[src/rtl/irq_ctrl_if.sv]
// Execute-stage and config-port signal bundle for irq_ctrl.
// The master drives requests and config writes; the slave is the controller.
interface irq_ctrl_if #(
  parameter int unsigned NUM_SRC = 7
);
  logic [NUM_SRC-1:0] irq_i;
  logic               int_en_i;
  logic               exc_i;
  logic               cfg_we_i;
  logic [1:0]         cfg_addr_i;
  logic [31:0]        cfg_data_i;
  logic [31:0]        cfg_data_o;
  logic [2:0]         interrupts_o;

  modport master (
    output irq_i, int_en_i, exc_i, cfg_we_i, cfg_addr_i, cfg_data_i,
    input  cfg_data_o, interrupts_o
  );

  modport slave (
    input  irq_i, int_en_i, exc_i, cfg_we_i, cfg_addr_i, cfg_data_i,
    output cfg_data_o, interrupts_o
  );
endinterface

[src/rtl/irq_ctrl.sv]
// Interrupt controller: latches/masks up to 7 request lines and presents one vector to execute.
// Optional IRQ_SYNC_EN adds a 2-flop input synchronizer ahead of the sampling register.
module irq_ctrl #(
  parameter int unsigned NUM_SRC = 7
) (
  input  logic     clk_i,
  input  logic     rst_i,
  irq_ctrl_if.slave bus
);
  typedef enum logic [1:0] {
    S_IDLE    = 2'd0,
    S_PRESENT = 2'd1,
    S_WAIT    = 2'd2
  } state_t;

  state_t             r_state, w_state_nxt;
  logic [NUM_SRC-1:0] w_irq_in;
  logic [NUM_SRC-1:0] r_irq_s, r_irq_d;
  logic [NUM_SRC-1:0] r_pend, r_mask, r_edge;
  logic [2:0]         r_vec, r_int;
  logic               r_en_d;

  logic [NUM_SRC-1:0] w_rise, w_elig, w_pres_oh, w_exc_clr, w_w1c, w_pend_nxt;
  logic [2:0]         w_top, w_vec_nxt, w_int_nxt;
  logic               w_pres_live;
  logic [31:0]        w_rd;
  logic               w_unused_cfg;

`ifdef IRQ_SYNC_EN
  logic [NUM_SRC-1:0] r_sync1, r_sync2;

  always_ff @(posedge clk_i or negedge rst_i) begin
    if (!rst_i) begin
      r_sync1 <= '0;
      r_sync2 <= '0;
    end else begin
      r_sync1 <= bus.irq_i;
      r_sync2 <= r_sync1;
    end
  end

  assign w_irq_in = r_sync2;
`else
  assign w_irq_in = bus.irq_i;
`endif

  assign w_rise      = r_irq_s & ~r_irq_d;
  assign w_elig      = r_pend & r_mask;
  assign w_pres_live = |(w_pres_oh & w_elig);
  assign w_w1c       = (bus.cfg_we_i && bus.cfg_addr_i == 2'd2) ? bus.cfg_data_i[NUM_SRC-1:0] : '0;

  // A fresh edge outranks any clear on the same cycle; level bits just track the sample.
  assign w_pend_nxt  = (r_edge & ((r_pend & ~(w_w1c | w_exc_clr)) | w_rise)) |
                       (~r_edge & r_irq_s);

  always_comb begin
    w_top     = '0;
    w_pres_oh = '0;
    for (int unsigned i = 0; i < NUM_SRC; i++) begin
      if (w_elig[i]) w_top = 3'(i + 1);
      w_pres_oh[i] = (r_vec == 3'(i + 1));
    end
  end

  always_comb begin
    w_state_nxt = r_state;
    w_vec_nxt   = r_vec;
    w_int_nxt   = r_int;
    w_exc_clr   = '0;
    case (r_state)
      S_IDLE: begin
        if (|w_elig && bus.int_en_i) begin
          w_state_nxt = S_PRESENT;
          w_vec_nxt   = w_top;
          w_int_nxt   = w_top;
        end
      end
      S_PRESENT: begin
        if (bus.exc_i) begin
          w_state_nxt = S_WAIT;
          w_int_nxt   = '0;
          w_exc_clr   = w_pres_oh;
        end else if (!bus.int_en_i || !w_pres_live) begin
          w_state_nxt = S_IDLE;
          w_vec_nxt   = '0;
          w_int_nxt   = '0;
        end
      end
      S_WAIT: begin
        if (bus.int_en_i && !r_en_d) begin
          w_state_nxt = S_IDLE;
          w_vec_nxt   = '0;
        end
      end
      default: begin
        w_state_nxt = S_IDLE;
        w_vec_nxt   = '0;
        w_int_nxt   = '0;
      end
    endcase
  end

  always_ff @(posedge clk_i or negedge rst_i) begin
    if (!rst_i) begin
      r_state <= S_IDLE;
      r_irq_s <= '0;
      r_irq_d <= '0;
      r_pend  <= '0;
      r_mask  <= '0;
      r_edge  <= '0;
      r_vec   <= '0;
      r_int   <= '0;
      r_en_d  <= 1'b0;
    end else begin
      r_state <= w_state_nxt;
      r_irq_s <= w_irq_in;
      r_irq_d <= r_irq_s;
      r_pend  <= w_pend_nxt;
      r_vec   <= w_vec_nxt;
      r_int   <= w_int_nxt;
      r_en_d  <= bus.int_en_i;
      if (bus.cfg_we_i && bus.cfg_addr_i == 2'd0) r_mask <= bus.cfg_data_i[NUM_SRC-1:0];
      if (bus.cfg_we_i && bus.cfg_addr_i == 2'd1) r_edge <= bus.cfg_data_i[NUM_SRC-1:0];
    end
  end

  always_comb begin
    w_rd = '0;
    case (bus.cfg_addr_i)
      2'd0:    w_rd = {{(32 - NUM_SRC){1'b0}}, r_mask};
      2'd1:    w_rd = {{(32 - NUM_SRC){1'b0}}, r_edge};
      2'd2:    w_rd = {{(32 - NUM_SRC){1'b0}}, r_pend};
      default: w_rd = {24'h0, r_state, 3'b000, r_vec};
    endcase
  end

  assign w_unused_cfg     = ^bus.cfg_data_i[31:NUM_SRC];
  assign bus.cfg_data_o   = w_rd;
  assign bus.interrupts_o = r_int;
endmodule
[src/flat_wrapper.sv]
// flat-port wrapper written by rule: the top's interface ports become plain ports
module irq_ctrl_flat 
#(
  parameter int unsigned NUM_SRC = 7
)
  (clk_i, rst_i, bus_irq_i, bus_int_en_i, bus_exc_i, bus_cfg_we_i, bus_cfg_addr_i, bus_cfg_data_i, bus_cfg_data_o, bus_interrupts_o);
  irq_ctrl_if #(.NUM_SRC(NUM_SRC)) bus_i ();
  input  logic clk_i;
  input  logic rst_i;
  input wire logic [$bits(bus_i.irq_i)-1:0] bus_irq_i;
  input wire logic [$bits(bus_i.int_en_i)-1:0] bus_int_en_i;
  input wire logic [$bits(bus_i.exc_i)-1:0] bus_exc_i;
  input wire logic [$bits(bus_i.cfg_we_i)-1:0] bus_cfg_we_i;
  input wire logic [$bits(bus_i.cfg_addr_i)-1:0] bus_cfg_addr_i;
  input wire logic [$bits(bus_i.cfg_data_i)-1:0] bus_cfg_data_i;
  output wire logic [$bits(bus_i.cfg_data_o)-1:0] bus_cfg_data_o;
  output wire logic [$bits(bus_i.interrupts_o)-1:0] bus_interrupts_o;
  assign bus_i.irq_i = bus_irq_i;
  assign bus_i.int_en_i = bus_int_en_i;
  assign bus_i.exc_i = bus_exc_i;
  assign bus_i.cfg_we_i = bus_cfg_we_i;
  assign bus_i.cfg_addr_i = bus_cfg_addr_i;
  assign bus_i.cfg_data_i = bus_cfg_data_i;
  assign bus_cfg_data_o = bus_i.cfg_data_o;
  assign bus_interrupts_o = bus_i.interrupts_o;
  irq_ctrl #(.NUM_SRC(NUM_SRC)) u_core (.clk_i(clk_i), .rst_i(rst_i), .bus(bus_i));
endmodule
[config.mk]
export PLATFORM = sky130hd
export DESIGN_NAME = irq_ctrl_flat
export DESIGN_NICKNAME = d
export VERILOG_FILES = /design/src/rtl/irq_ctrl_if.sv /design/src/rtl/irq_ctrl.sv /design/src/flat_wrapper.sv
export SDC_FILE = /design/constraint.sdc
export NUM_CORES = 1
export LEC_CHECK = 0
export BUFFER_PORTS_ARGS = -buffer_cell sky130_fd_sc_hd__buf_2
export CAP_MARGIN = 0
export CORE_ASPECT_RATIO = 1.1
export CORE_MARGIN = 3
export CORE_UTILIZATION = 53
export DETAILED_ROUTE_END_ITERATION = 16
export GPL_ROUTABILITY_DRIVEN = 0
export PLACE_DENSITY = 0.85
export SLEW_MARGIN = 40
export SYNTH_ARGS = -nofsm -noshare
export SYNTH_HDL_FRONTEND = slang
export SYNTH_SLANG_ARGS = --single-unit
[constraint.sdc]
create_clock -name clk_i -period 3.8 [get_ports clk_i]
set_input_delay 0.19 -clock clk_i [delete_from_list [all_inputs] [get_ports clk_i]]
set_output_delay 0.19 -clock clk_i [all_outputs]
set_load 0.01 [all_outputs]
==> qor.txt, run 1 <==
row count = 23
Peak VDD IR = 0.321 mV
EDFF count, synth = 0
ranking of synthesized cells by area = dfrtp_1 50%, buf_4 8.2%, mux2_2 7.1%
Die Area = 4970 µm²
design area = 2480 µm²
RSZ-0062 raised after global routing = false
# Post-CTS Setup Buffers = 0
top_reg_cell synth = dfrtp_1
commonest non-fill, non-tap cells in the layout = 44 x dfrtp_1, 30 x buf_2, 27 x nand2_1, 24 x conb_1, 14 x mux2_2
hpwl dp = 3190 µm
register area = 1100 µm²
Worst R2R Start = u_core.r_vec[1]$_DFFE_PN0P_
Starting Density = 57.6%
largest net degree at the start of global routing = 45
sequential power share = 49.3%
clk_skew = 0.00354 ns
CP Capture Type = register
Worst Path Required = 3.98 ns
pins over their slew limit = 0
Via density = 5.51
DRC viols = 0
Hold Path Class = input pin to register
share of layout cells above drive strength 1 = 25.9%
CP arrival = 1.93 ns
area grow syn2layout = 12.3%
Diodes inserted = 0
Leak Pwr = 1.18 nW
cell accounting for the most synthesized area = dfrtp_1
Reg clk slew, reported paths = 0.08 ns
Gate power share = 29.2%
first-pass GRT wire length = 7500 µm
sw power = 478 µW
die width = 67.5 µm
initial antenna violation count = 0
Worst slew margin = 57.4%
CTS sink cnt = 44
Finish-stage setup viols = 0
final number of hold-violating endpoints = 0
1st-iter DRT viols = 124
syn avg cell area = 11.2 µm²
largest fanout on the critical path = 11
crit path time final = 1.74 ns
R2R Setup Slk = 2.06 ns
critical path launch point type = register
overall fraction of global-route tracks in use = 20.5%
status = finished, final reports clean
post-CTS sizing = 0
count of cell types in the netlist = 42
nets@finish = 284
Seq/Total Area, Yosys = 49.9%
max-cap viol count = 0
clk_lat worst skew = 0.30 ns
sw frac = 35.5%
clock network power share = 21.5%
CTS Buf Count = 5
number of global-route vias before repair = 1606
fmax = 573 MHz
power per cell area = 543 nW/µm²
Vias = 1592
final antenna-violating net count = 0
placed inst area = 2310 µm²
Routed WL per cell = 15.2 µm
final worst-path cycle share = 45.9%
reg2reg path depth = 5
fillers = 317
commonest non-fill, non-tap cell in the layout = dfrtp_1
# IOs = 81
post-synthesis instance total = 197
WL final = 4390 µm
Internal = 868 µW
clk buf depth = 2
die height = 73.7 µm
worst slew pin tran = 0.637 ns
endpoint of the worst hold path = u_core.r_en_d$_DFF_PN0_
CP Class = register to register
worst hold path depth = 1
flops & latches, synth = 44
FFs w/ async S/R, synth = 100%
Congestion Overflow GR = 0
number of port buffers = 31
endpoint of the worst-slack reg-to-reg timing path = u_core.r_vec[2]$_DFFE_PN0P_
H-tree levels = 2
hold_buf cts = 8
Setup TNS Final = 0 ns
Pre-Repair DR Iteration Count = 4
synth warn = 0
multi-input logic area = 953 µm²
clock root cell = clkbuf_8
Core Region = 3830 µm²
min-delay src = bus_int_en_i
CTS tree = yes
Post-Synthesis Cell Area = 2210 µm²
Yosys top cell area share = 49.9%
==> metrics by stage <==
step	setup slack (ns)	total power [mW]	hold slack, ns	cells	utilization, %
CTS	2.06	1.35	0.0591	289	64.7
finish	2.06	1.35	0.0652	289	64.7
floorplan	2.30	0.950	-0.106	220	-
global placement	2.12	1.04	0.298	273	60.2
detailed placement	2.08	1.06	0.215	273	60.3
global route	1.96	1.44	0.0565	289	64.7
==> cells by family (layout without fill, tap and decap cells) <==
group           count (synthesis)  count (layout)  share of synthesized area [%]
compound gates                 40              40                           13.6
buf+inv                        37              56                           10.8
flops                          44              44                           49.9
mux                            21              21                           12.9
other cells                     1              24                          0.170
simple gates                   54              54                           12.6
==> area by class of cell <==
cell class | count | share of cell area (%)
flip-flops and latches | 44 | 44.4
multi-input cells | 139 | 38.5
repair buffers | 39 | 9.60
clock buffers | 6 | 2.93
well taps | 50 | 2.53
inverters | 9 | 1.36
clock inverters | 2 | 0.657
==> power by group through the flow <==
stage	Clock [mW]	Combinational [mW]	Sequential, mW
detailed placement	0	0.388	0.668
global placement	0	0.375	0.664
finish	0.290	0.393	0.664
floorplan	0	0.311	0.638
global route	0.322	0.439	0.682
CTS	0.298	0.395	0.661
==> routing by layer <==
| layer | share of wire [%] | vias to the layer above | GRT usage, % | wire [µm] |
|---|---|---|---|---|
| li1 | - | 742 | - | - |
| met1 | 41 | 779 | 25.5 | 1800 |
| met2 | 50 | 64 | 33.4 | 2210 |
| met3 | 7.0 | 7 | 5.20 | 306 |
| met4 | 1.6 | 0 | 9.01 | 70 |
| met5 | 0 | - | 0 | 0 |
==> registers in the layout, indices dropped and copies added (netlist names) <==
signal                   count
u_core.r_edge                7
u_core.r_mask                7
u_core.bus.interrupts_o      3
u_core.r_en_d                1
u_core.r_state               2
u_core.r_irq_d               7
u_core.r_vec                 3
u_core.r_irq_s               7
u_core.r_pend                7
==> worst max-delay path, stage by stage, from the launching register on <==
cell and delay (ns):
dfrtp_1 0.55, and4b_2 0.27, o21ai_0 0.21, o32ai_2 0.15
a211oi_2 0.35, o21ai_1 0.10
==> how the worst max path moves through the flow <==
stage | depth (start not counted) | slack [ns] | end | from
2_1_floorplan | 6 | 2.30 | u_core.r_vec[0]$_DFFE_PN0P_ | u_core.r_vec[1]$_DFFE_PN0P_
3_3_place_gp | 5 | 2.12 | u_core.r_vec[0]$_DFFE_PN0P_ | u_core.r_vec[1]$_DFFE_PN0P_
3_5_place_dp | 5 | 2.08 | u_core.r_vec[2]$_DFFE_PN0P_ | u_core.r_vec[1]$_DFFE_PN0P_
4_1_cts | 5 | 2.06 | u_core.r_vec[2]$_DFFE_PN0P_ | u_core.r_vec[1]$_DFFE_PN0P_
5_1_grt | 5 | 1.96 | u_core.r_vec[2]$_DFFE_PN0P_ | u_core.r_vec[1]$_DFFE_PN0P_
6_report | 5 | 2.06 | u_core.r_vec[2]$_DFFE_PN0P_ | u_core.r_vec[1]$_DFFE_PN0P_
==> cells in the mapped netlist (2+ instances only) <==
cell / number
nor2_1: 6
o21ai_0: 11
nand2_1: 27
mux2_2: 14
mux4_2: 2
nand3_1: 8
a32oi_1: 3
mux2i_1: 3
a22o_1: 2
a21oi_1: 2
a21o_1: 5
a22oi_1: 2
a221oi_1: 5
clkbuf_1: 2
dfrtp_1: 44
buf_4: 24
o21ai_1: 3
inv_1: 9
mux4_1: 2
(Power assumes the default switching activity.)
==> inputs of run 2 (changes only) <==
--- a/config.mk
+++ b/config.mk
@@ -5,14 +5,15 @@
 export SDC_FILE = /design/constraint.sdc
 export NUM_CORES = 1
 export LEC_CHECK = 0
+export ABC_AREA = 1
 export BUFFER_PORTS_ARGS = -buffer_cell sky130_fd_sc_hd__buf_2
 export CAP_MARGIN = 0
 export CORE_ASPECT_RATIO = 1.1
 export CORE_MARGIN = 3
-export CORE_UTILIZATION = 53
+export CORE_UTILIZATION = 49
 export DETAILED_ROUTE_END_ITERATION = 16
 export GPL_ROUTABILITY_DRIVEN = 0
-export PLACE_DENSITY = 0.85
+export PLACE_DENSITY = 0.79
 export SLEW_MARGIN = 40
 export SYNTH_ARGS = -nofsm -noshare
 export SYNTH_HDL_FRONTEND = slang
==> constraint.sdc (replaced) <==
create_clock -name clk_i -period 1.7 [get_ports clk_i]
set_input_delay 0.085 -clock clk_i [delete_from_list [all_inputs] [get_ports clk_i]]
set_output_delay 0.085 -clock clk_i [all_outputs]
set_load 0.01 [all_outputs]
==> run 2 against run 1 <==
Effect of this change: first-iteration DRC count down 35%; worst setup slack got worse by 1.8 ns; synthesized cell count grew 35%; worst hold slack gained 0.012 ns; critical path type unchanged; highest routed layer unchanged; cell area is 2.8% higher; register-to-register slack worse by 1.8 ns.
==> qor.txt, run 2 <==
Pre-Repair DR Iteration Count = 4 (unchanged)
syn avg cell area = 8.35 µm² (was 11.2 µm²)
Slowest cell on crit path = dfrtp_1 (unchanged)
largest net degree at the start of global routing = 45 (unchanged)
clk buf depth = 2 (unchanged)
Via density = 4.84 (was 5.51)
top_reg_cell synth = dfrtp_1 (unchanged)
# IOs = 81 (unchanged)
Die Area = 5360 µm² (was 4970 µm²)
sw power = 1.06 mW (was 478 µW)
largest family of logic cells by synthesized area = simple AND/OR/NAND/NOR gates (was compound AO/OA/AOI/OAI gates)
row count = 25 (was 23)
final hold slack = 0.0776 ns (was 0.0652 ns)
overall fraction of global-route tracks in use = 17.4% (was 20.5%)
crit path launch = u_core.r_vec[2]$_DFFE_PN0P_ (was u_core.r_vec[1]$_DFFE_PN0P_)
Gate power share = 28.3% (was 29.2%)
final antenna-violating net count = 0 (unchanged)
CTS Buf Count = 5 (unchanged)
worst path buffer plus inverter count = 1 (was 0)
Power, Total = 3.04 mW (was 1.35 mW)
sequential power share = 46.1% (was 49.3%)
number of port buffers = 31 (unchanged)
Post-Synthesis Cell Area = 2210 µm² (about the same)
final number of hold-violating endpoints = 0 (unchanged)
Setup crit end = u_core.r_vec[0]$_DFFE_PN0P_ (was u_core.r_vec[2]$_DFFE_PN0P_)
Diodes inserted = 0 (unchanged)
post-synthesis instance total = 265 (was 197)
synth warn = 0 (unchanged)
status = finished, final reports clean (unchanged)
post-synthesis mux area share = 0% (was 12.9%)
nets@finish = 357 (was 284)
CP arrival = 1.65 ns (was 1.93 ns)
xor/xnor share of the synthesized area = 0% (unchanged)
area grow syn2layout = 15.0% (was 12.3%)
Final Util = 59.0% (was 64.7%)
CTS sink cnt = 44 (unchanged)
compound-cell area share of the yosys netlist = 12.4% (was 13.6%)
min-delay src = bus_cfg_data_i[5] (was bus_int_en_i)
first-pass GRT wire length = 7480 µm (was 7500 µm)
Vias = 1771 (was 1592)
max-cap viol count = 0 (unchanged)
Starting Density = 51.3% (was 57.6%)
clock root cell = clkbuf_8 (unchanged)
power per cell area = 1190 nW/µm² (was 543 nW/µm²)
Peak VDD IR = 0.654 mV (was 0.321 mV)
Worst path top cell family by delay = simple AND/OR/NAND/NOR gates (was compound AO/OA/AOI/OAI gates)
Reg clk slew, reported paths = 0.08 ns (about the same)
pins over their slew limit = 0 (unchanged)
Internal = 1.97 mW (was 868 µW)
CP Capture Type = register (unchanged)
commonest non-fill, non-tap cell in the layout = nand2_1 (was dfrtp_1)
DRC viols = 0 (unchanged)
H-tree levels = 2 (unchanged)
reg2reg path depth = 10 (was 5)
cell accounting for the most synthesized area = dfrtp_1 (unchanged)
fmax = 686 MHz (was 573 MHz)
crit-path most repeated cell = nand2_1
WL final = 4380 µm (was 4390 µm)
RSZ-0062 raised after global routing = false (unchanged)
Core Region = 4320 µm² (was 3830 µm²)
Seq/Total Area, Yosys = 49.7% (was 49.9%)
Yosys top cell area share = 49.7% (was 49.9%)
Worst path max stage delay = 0.48 ns (was 0.55 ns)
CTS tree = yes (unchanged)
1st-iter DRT viols = 80 (was 124)
CP Cell Sequence = inv_2 -> nor2_1 -> nand3b_1 -> nand2_1 -> nor2_1 -> nand2_2 -> nand2_1 -> nand3_2 -> nand2_1 -> nand2_1 (was and4b_2 -> o21ai_0 -> o32ai_2 -> a211oi_2 -> o21ai_1)
# Post-CTS Setup Buffers = 0 (unchanged)
R2R Setup Slk = 0.24 ns (was 2.06 ns)
clk_skew = 0.00256 ns (was 0.00354 ns)
sw frac = 35.0% (was 35.5%)
initial antenna violation count = 0 (unchanged)
Worst Path Required = 1.89 ns (was 3.98 ns)
Worst R2R Start = u_core.r_vec[2]$_DFFE_PN0P_ (was u_core.r_vec[1]$_DFFE_PN0P_)
clock network power share = 25.7% (was 21.5%)
most frequent cell after synthesis = nand2_1 (was dfrtp_1)
Finish-stage setup viols = 0 (unchanged)
number of global-route vias before repair = 1670 (was 1606)
largest fanout on the critical path = 8 (was 11)
CP Class = register to register (unchanged)
count of cell types in the netlist = 28 (was 42)
crit path time final = 1.46 ns (was 1.74 ns)
die height = 76.5 µm (was 73.7 µm)
final worst-path cycle share = 85.7% (was 45.9%)
Post-Synth Simple-Gate Area = 24.6% (was 12.6%)
Setup TNS Final = 0 ns (unchanged)
critical path depth in cells = 10 (was 5)
clk_lat worst skew = 0.30 ns (about the same)
worst slew pin tran = 0.544 ns (was 0.637 ns)
share of layout cells above drive strength 1 = 17.6% (was 25.9%)
FFs w/ async S/R, synth = 100% (unchanged)
die width = 70.1 µm (was 67.5 µm)
critical path launch point type = register (unchanged)
Routed WL per cell = 12.0 µm (was 15.2 µm)
Post-Synth Adder-Cell Area = 0% (unchanged)
hpwl dp = 3190 µm (about the same)
endpoint of the worst-slack reg-to-reg timing path = u_core.r_vec[0]$_DFFE_PN0P_ (was u_core.r_vec[2]$_DFFE_PN0P_)
Congestion Overflow GR = 0 (unchanged)
ranking of synthesized cells by area = dfrtp_1 50%, nand2_1 14%, buf_4 8.5% (was dfrtp_1 50%, buf_4 8.2%, mux2_2 7.1%)
Hold Path Class = input pin to register (unchanged)
post-CTS sizing = 0 (unchanged)
worst hold path depth = 3 (was 1)
list of most frequent post-synthesis cells = 80 x nand2_1, 44 x dfrtp_1, 25 x buf_4 (was 44 x dfrtp_1, 27 x nand2_1, 24 x buf_4)
Worst slew margin = 63.7% (was 57.4%)
commonest non-fill, non-tap cells in the layout = 80 x nand2_1, 44 x dfrtp_1, 31 x buf_2, 24 x conb_1 (was 44 x dfrtp_1, 30 x buf_2, 27 x nand2_1, 24 x conb_1, 14 x mux2_2)
EDFF count, synth = 0 (unchanged)
flops & latches, synth = 44 (unchanged)
Leak Pwr = 1.33 nW (was 1.18 nW)
==> run 2: cell count changes in the layout (fill, tap and decap cells not counted), moves of 5 or more <==
cell | before | now
o21ai_0 | 11 | 22
inv_1 | 9 | 22
a21o_1 | 5 | 0
mux2_2 | 14 | 0
o31ai_1 | 0 | 5
nor2_1 | 6 | 22
nand2_1 | 27 | 80
==> run 2: cell type report <==
cell class	instances	area, µm²
Clock buffer	6	72.6
Clock inverter	2	35.0
Fill cell	405	1770
Inverter	25	93.8
Multi-Input combinational cell	192	908
Sequential cell	44	1100
Tap cell	54	67.6
Timing Repair Buffer	43	268
==> run 2: power groups by stage <==
stage / Clock (mW) / Sequential (mW) / Combinational, mW
after floorplan: 0 / 1.38 / 0.672
after global placement: 0 / 1.41 / 0.820
after detailed placement: 0 / 1.42 / 0.842
after CTS: 0.799 / 1.40 / 0.864
after global routing: 0.843 / 1.43 / 0.973
final: 0.780 / 1.40 / 0.859
==> run 2: logic make-up after synthesis <==
| logic type | Yosys count |
|---|---|
| other cells | 1 |
| simple gates | 124 |
| buf+inv | 52 |
| flops | 44 |
| compound gates | 44 |
==> run 2: how the worst min path moves through the flow <==
stage,end,slack [ns]
final,u_core.r_mask[5]$_DFFE_PN0P_,0.08
after global routing,u_core.r_edge[0]$_DFFE_PN0P_,0.08
after CTS,u_core.r_edge[1]$_DFFE_PN0P_,0.07
after detailed placement,u_core.r_state[1]$_DFFE_PN0P_,0.19
after global placement,u_core.r_state[1]$_DFFE_PN0P_,0.19
after floorplan,u_core.bus.interrupts_o[0]$_DFFE_PN0P_,-0.21
==> run 2: stage by stage <==
step	std cells	area, µm²	setup slack (ns)
floorplan	288	2300	0.406
global placement	349	2350	0.271
detailed placement	349	2350	0.274
CTS	366	2550	0.226
global route	366	2550	0.105
finish	366	2550	0.243
==> run 2: what timing repair did <==
action	in CTS	in global routing
hold buffers	9	0
endpoints found under the hold margin	52	0
setup endpoints to repair	0	0
==> run 2: worst register-to-register path, cell delays in order (launching register included) <==
cell and delay [ns]:
dfrtp_1 0.48, inv_2 0.15, nor2_1 0.07, nand3b_1 0.09, nand2_1 0.05, nor2_1 0.12, nand2_2 0.10, nand2_1 0.08
nand3_2 0.08, nand2_1 0.08, nand2_1 0.05
==> run 2: routing by layer <==
metal | share of wire [%] | global-route usage [%] | vias up
met5 | 0 | 0 | -
met4 | 1.7 | 5.56 | 0
met3 | 6.4 | 4.62 | 10
met2 | 48 | 29.1 | 53
met1 | 44 | 21.9 | 815
li1 | - | - | 893
